`config.mk`:
```
export PLATFORM = sky130hd
export DESIGN_NAME = conv33_window_buffer
export DESIGN_NICKNAME = d
export VERILOG_FILES = /design/src/rtl/conv33_window_buffer.sv
export SDC_FILE = /design/constraint.sdc
export NUM_CORES = 1
export LEC_CHECK = 0
export ABC_CLOCK_PERIOD_IN_PS = 3500
export BUFFER_PORTS_ARGS = -buffer_cell sky130_fd_sc_hd__buf_2
export CELL_PAD_IN_SITES_DETAIL_PLACEMENT = 0
export CELL_PAD_IN_SITES_GLOBAL_PLACEMENT = 2
export CORE_ASPECT_RATIO = 0.8
export CORE_MARGIN = 3
export CORE_UTILIZATION = 46
export DETAILED_ROUTE_END_ITERATION = 16
export PLACE_DENSITY_LB_ADDON = 0.15
export SYNTH_ARGS = -nofsm -noshare
export SYNTH_HDL_FRONTEND = slang
export SYNTH_SLANG_ARGS = --single-unit
```
`constraint.sdc`:
```
create_clock -name clk -period 3.5 [get_ports clk]
set_input_delay 0.35 -clock clk [delete_from_list [all_inputs] [get_ports clk]]
set_output_delay 0.35 -clock clk [all_outputs]
set_load 0.05 [all_outputs]
```
`src/rtl/conv33_window_buffer.sv`:
```
// 3x3 sliding-window buffer feeding the convolution input controller.
// Two line buffers hold the previous rows; the stream stalls per window.
module conv33_window_buffer #(
  parameter int DATA_W = 8,
  parameter int IMG_W  = 28,
  parameter int IMG_H  = 28
) (
  input  logic                clk,
  input  logic                rst,
  input  logic [DATA_W-1:0]   pixel_in,
  input  logic                pixel_valid,
  output logic                pixel_ready,
  output logic [9*DATA_W-1:0] window,
  output logic                input_valid,
  output logic                inputbuf_load,
  input  logic                inputbuf_read_en,
  input  logic                input_ready,
  output logic                frame_done
);

  localparam int CW = $clog2(IMG_W);
  localparam int RW = $clog2(IMG_H);

  typedef enum logic [2:0] {
    STREAM,
    ANNOUNCE,
    LOAD,
    BUSY,
    DONE
  } state_t;

  state_t            state;
  logic [CW-1:0]     col;
  logic [RW-1:0]     row;
  logic              last_win;
  logic [DATA_W-1:0] lb0 [IMG_W];
  logic [DATA_W-1:0] lb1 [IMG_W];
  logic [DATA_W-1:0] win [9];

  logic accept;
  logic col_end;
  logic row_end;
  logic win_ok;

  assign accept  = pixel_valid && pixel_ready;
  assign col_end = (col == CW'(IMG_W - 1));
  assign row_end = (row == RW'(IMG_H - 1));
  assign win_ok  = (row >= RW'(2)) && (col >= CW'(2));

  always_comb begin
    window = '0;
    for (int k = 0; k < 9; k++) begin
      window[k*DATA_W +: DATA_W] = win[k];
    end
  end

  // lb0 holds row-2, lb1 holds row-1 at each column
  always_ff @(posedge clk) begin
    if (accept) begin
      lb0[col] <= lb1[col];
      lb1[col] <= pixel_in;
    end
  end

  always_ff @(posedge clk or posedge rst) begin
    if (rst) begin
      state         <= STREAM;
      col           <= '0;
      row           <= '0;
      last_win      <= 1'b0;
      pixel_ready   <= 1'b0;
      input_valid   <= 1'b0;
      inputbuf_load <= 1'b0;
      frame_done    <= 1'b0;
      for (int k = 0; k < 9; k++) begin
        win[k] <= '0;
      end
    end else begin
      unique case (state)
        STREAM: begin
          pixel_ready <= 1'b1;
          if (accept) begin
            for (int r = 0; r < 3; r++) begin
              win[r*3]   <= win[r*3+1];
              win[r*3+1] <= win[r*3+2];
            end
            win[2] <= lb0[col];
            win[5] <= lb1[col];
            win[8] <= pixel_in;
            if (col_end) begin
              col <= '0;
              row <= row_end ? '0 : row + RW'(1);
            end else begin
              col <= col + CW'(1);
            end
            if (win_ok) begin
              state       <= ANNOUNCE;
              pixel_ready <= 1'b0;
              input_valid <= 1'b1;
              last_win    <= col_end && row_end;
            end
          end
        end
        ANNOUNCE: begin
          state         <= LOAD;
          inputbuf_load <= 1'b1;
        end
        LOAD: begin
          if (inputbuf_read_en) begin
            state         <= BUSY;
            input_valid   <= 1'b0;
            inputbuf_load <= 1'b0;
          end
        end
        BUSY: begin
          if (input_ready) begin
            if (last_win) begin
              state      <= DONE;
              frame_done <= 1'b1;
            end else begin
              state       <= STREAM;
              pixel_ready <= 1'b1;
            end
          end
        end
        DONE: begin
          state       <= STREAM;
          frame_done  <= 1'b0;
          pixel_ready <= 1'b1;
          col         <= '0;
          row         <= '0;
        end
        default: begin
          state <= STREAM;
        end
      endcase
    end
  end

endmodule

```
==> results by stage <==
Run status:
- The flow ran to the end, and the final reports show no timing, DRC or antenna violations.

Global route:
- The global routing usage summed across all routing layers is approximately 22%.
- Summed over all layers, the global routing overflow is 0.
- Entering global routing, the biggest net connects between 70 and 80 pins.
- The initial antenna violation count is 0.
- The via count of the first global-routing pass is between 10000 and 15000.
- The first global-routing pass estimated 78540 um of wire.

Detailed routing:
- Using the TritonRoute via totals, the vias-per-cell ratio works out to between 5 and 6.
- Before antenna repair, the detailed router went through 5 iterations.
- The number of DRC violations after detailed-routing iteration 0 is around 1100.
- Wire segments on met2 add up to roughly 24000 um in the final route.
- The detailed route wirelength on metal3 is ~4200 um.
- The wire length reported by the detailed router is about 53000 um.
- For this run, design rule violations remaining after detail routing come to 0.
- The mean routed wirelength per cell is between 20 and 30 um.
- Once detail routing completed, the nets flagged for antenna violations numbered 0.
- The top routing layer in use is met4.
- The detailed router put a total of ~25000 um of wire on met1.
- The via total after detailed routing is between 10000 and 15000.

Clocking:
- The clock net sink count is approximately 540.
- The number of buffers created by CTS is 53.
- The later pin in the worst-skew pair is clocked with a latency of 0.58 ns.
- The number of buffers inserted to repair setup after CTS is 0.
- Clock-pin slew was measured on the worst setup and hold paths at 0.06 ns.
- In this run the number of H-tree levels came out at 2.
- The root buffer cell chosen for the clock tree is clkbuf_16.
- TritonCTS built the clock tree.
- The largest buffer count on any clock path is 3.

Setup path:
- The startpoint type of the worst setup path is a flip-flop.
- The slack of the worst reg-to-reg path is around 0.52 ns.
- For the worst flop-to-flop path, the logic depth is 7.
- The slowest stage of the critical path belongs to the cell dfrtp_4.
- The critical path ends at window[44].
- Data arrives at the worst endpoint at between 3 and 4 ns.
- The critical path in this run is classified as flip-flop to flip-flop.
- The critical path data required time is a little under 4 ns.
- Counting buffers and inverters, the worst setup path is 7 cells deep.
- The sort of element at the end of the critical path is a flip-flop.
- The critical path's largest stage delay is around 0.8 ns.
- The peak fanout along the critical path is 34.
- By instance count, the cell type seen most on the critical path is buf_12.
- The launch point of the worst path is col[1].
- The worst register-to-register path begins at col[1].
- Walking the worst path, the cells encountered are buf_12, mux2i_1, o22ai_1, a211oi_1, nand3_1, buf_12, mux2_2.
- The end of the worst register-to-register path is window[44].
- The critical path buffer and inverter count is 2.
- The critical path's top delay family is flip-flops.

Synth:
- The dominant cell by count in the synthesized netlist is edfxtp_1.
- The number of synthesized flops with an enable pin is ~450.
- The commonest cells after synthesis are 448 x edfxtp_1, 194 x nand2_1, 106 x mux2i_1, 90 x dfrtp_1, 54 x mux4_2.
- Of all cell types, the one taking the most synthesized area is edfxtp_1.
- In the synthesized netlist the async set-or-reset flop fraction comes to between 10% and 20%.
- Yosys attributes the largest share of cell area to edfxtp_1 64%, dfrtp_1 11%, mux4_2 5.8%, mux2i_1 5.1%, nand2_1 3.5%.
- Among all flip-flop cells after synthesis, the most frequent one is edfxtp_1.
- In this run, distinct cell masters in the synthesized netlist total 54.
- For this run, the number of Yosys warnings is 0.
- Synthesis handed over a netlist of approximately 1200 instances.
- The mean instance size in the synthesized netlist is roughly 17 um^2.
- The cell area after synthesis is around 0.021 mm^2.
- The post-synthesis net count is ~1300.
- Synthesis inferred 538 register bits.
- For this run, the register share of the synthesized area comes to 75.16%.
- The synthesized design devotes to its leading area cell type roughly 64% of total area.

STA:
- The total count of hold-check failures in the final report is 0.
- The clock period could shrink to 2.977 ns.
- In the final timing run, aggregate negative setup slack is 0 ns.
- The share of the cycle needed by the critical path after routing is between 80 and 90%.
- For the pin with the worst max-slew slack, the measured transition is 0.9049 ns.
- For this run, the top clock speed supported by timing is approximately 340 MHz.
- The worst clock skew on the final layout is about 0.017 ns.
- The worst pin sits at a relative slew slack of between 30% and 40%.
- Setup violations remaining at the end of the flow were counted as 0.
- The count of pins over their slew limit came to 0.
- Setup repair after global routing left no endpoint under its margin.
- The final critical-path setup slack is about 0.52 ns.
- The worst hold slack across all endpoints is about 0.13 ns.

Placement:
- The final HPWL from detailed placement is roughly 33000 um.
- The number of placed instances, taps included, is between 1500 and 2000.
- The port buffer count is 88.
- The placer's final routability congestion estimate is around 0.8.
- Summing all placed instances gives a cell area of approximately 0.023 mm^2.
- The placement-stage worst setup slack is between 0.5 and 0.6 ns.

Layout:
- The finished layout holds between 2000 and 2500 standard cells, fillers aside.
- The total inserted antenna cells is 0.
- The number of fillers in the final layout is approximately 3600.
- The fraction of the core area covered by cells at the end of the flow is between 50% and 60%.
- The layout net count is 1424.
- Relative to the synthesized area, the layout overhead comes to 16.00%.
- The finished cells cover between 0.02 and 0.025 mm^2.
- The share of layout cells above drive strength 1 is approximately 23%.

Pwr:
- Power spread over the standard cell area amounts to 849.4 mW/mm^2.
- The completed layout was analyzed and its total power is between 20 and 25 mW.
- The worst ir drop on vdd is ~0.00065 V.
- The reported leakage power is a little under 9 nW.

Floorplanning:
- The number of rows in the core area is slightly below 70.
- From left edge to right edge, the die measures ~240 um.
- The number of primary I/O pins is 89.
- The die area is 0.04804 mm^2.
- The die is ~200 um tall.
- The core footprint is 0.04463 mm^2.
- The starting density of the core is a little under half.

Hold path:
- The worst hold-check path type is input port to flip-flop.

Run:
- Across the run, the number of max-cap violations was 0.
## layout by cell type, fill, tap and decap left out, types with 3 or more instances in the layout
| master | netlist | layout |
|---|---|---|
| nand2b_1 | 5 | 5 |
| a21oi_1 | 10 | 10 |
| buf_12 | 0 | 8 |
| clkinv_1 | 0 | 3 |
| nand2_1 | 194 | 194 |
| a22oi_1 | 29 | 29 |
| nor3_2 | 0 | 4 |
| clkbuf_8 | 0 | 7 |
| clkbuf_16 | 0 | 56 |
| o22ai_1 | 34 | 34 |
| buf_2 | 27 | 88 |
| dfrtp_1 | 90 | 88 |
| nor4_1 | 6 | 6 |
| a31oi_1 | 8 | 8 |
| nor2_1 | 43 | 43 |
| mux2i_1 | 106 | 106 |
| inv_1 | 5 | 4 |
| clkbuf_1 | 20 | 13 |
| bufinv_16 | 0 | 3 |
| mux4_2 | 54 | 54 |
| ha_1 | 6 | 6 |
| buf_4 | 7 | 71 |
| mux2_2 | 16 | 16 |
| nand3b_1 | 4 | 4 |
| nor3_1 | 9 | 5 |
| nor2b_1 | 14 | 13 |
| clkinv_2 | 0 | 12 |
| and2_1 | 8 | 8 |
| edfxtp_1 | 448 | 448 |
| nand3_1 | 29 | 28 |
| o21ai_0 | 19 | 19 |
| a211oi_1 | 9 | 9 |
## power breakdown
group / internal (mW) / total, mW / switching (mW)
Clock: 3.28 / 5.63 / 2.35
Combinational: 1.96 / 6.17 / 4.21
Sequential: 8.25 / 8.79 / 0.539
Total: 13.5 / 20.6 / 7.10
## tightest hold or removal path, cell delays in order
cell and delay [ns]:
buf_2 0.08, and2_1 0.15, a211oi_1 0.08
## area by class of cell
type                    count  area [um^2]  area share, %
repair buffers            168         1144          4.718
flip-flops and latches    538        15710          64.82
well taps                 603        754.5          3.112
clock inverters            20        177.7         0.7329
inverters                   5        21.27        0.08775
clock buffers              76         1546          6.380
multi-input cells         639         4885          20.15
## per-layer routing
metal / global-route usage [%] / vias to the layer above
li1: - / 5116
met1: 35.47 / 6100
met2: 32.53 / 469
met3: 3.890 / 66
met4: 3.980 / 0
met5: 0 / -
## flip-flops by register name (all words and copies together) (netlist names)
signal,flops
col,5
frame_done,1
input_valid,1
inputbuf_load,1
last_win,1
lb0,224
lb1,224
pixel_ready,1
row,5
state,3
window,72
## worst min-delay path by stage
stage,to,from,slack (ns),cells after the start
2_1_floorplan,lb1[0][0],pixel_in[0],0.45,0
3_3_place_gp,window[1],window[1],0.45,2
3_5_place_dp,window[3],window[3],0.46,2
4_1_cts,state[1],input_ready,0.12,3
5_1_grt,state[1],input_ready,0.15,3
6_report,state[1],input_ready,0.13,3
## what timing repair did
action                    in CTS  in global routing
hold buffers                   1                  0
hold endpoints to repair      19                  0
gates resized for setup        0                  0
## logic make-up after synthesis
kind of cell | Yosys count | share of synthesized area [%]
flip-flops | 538 | 75.16
XOR/XNOR | 4 | 0.1677
buffers and inverters | 70 | 1.623
multiplexers | 176 | 11.76
AND/OR/NAND/NOR | 327 | 6.904
adder cells (fa/ha/maj) | 6 | 0.3593
AO/OA/AOI/OAI | 126 | 4.030
No activity file was read; power rests on OpenSTA's default activity.
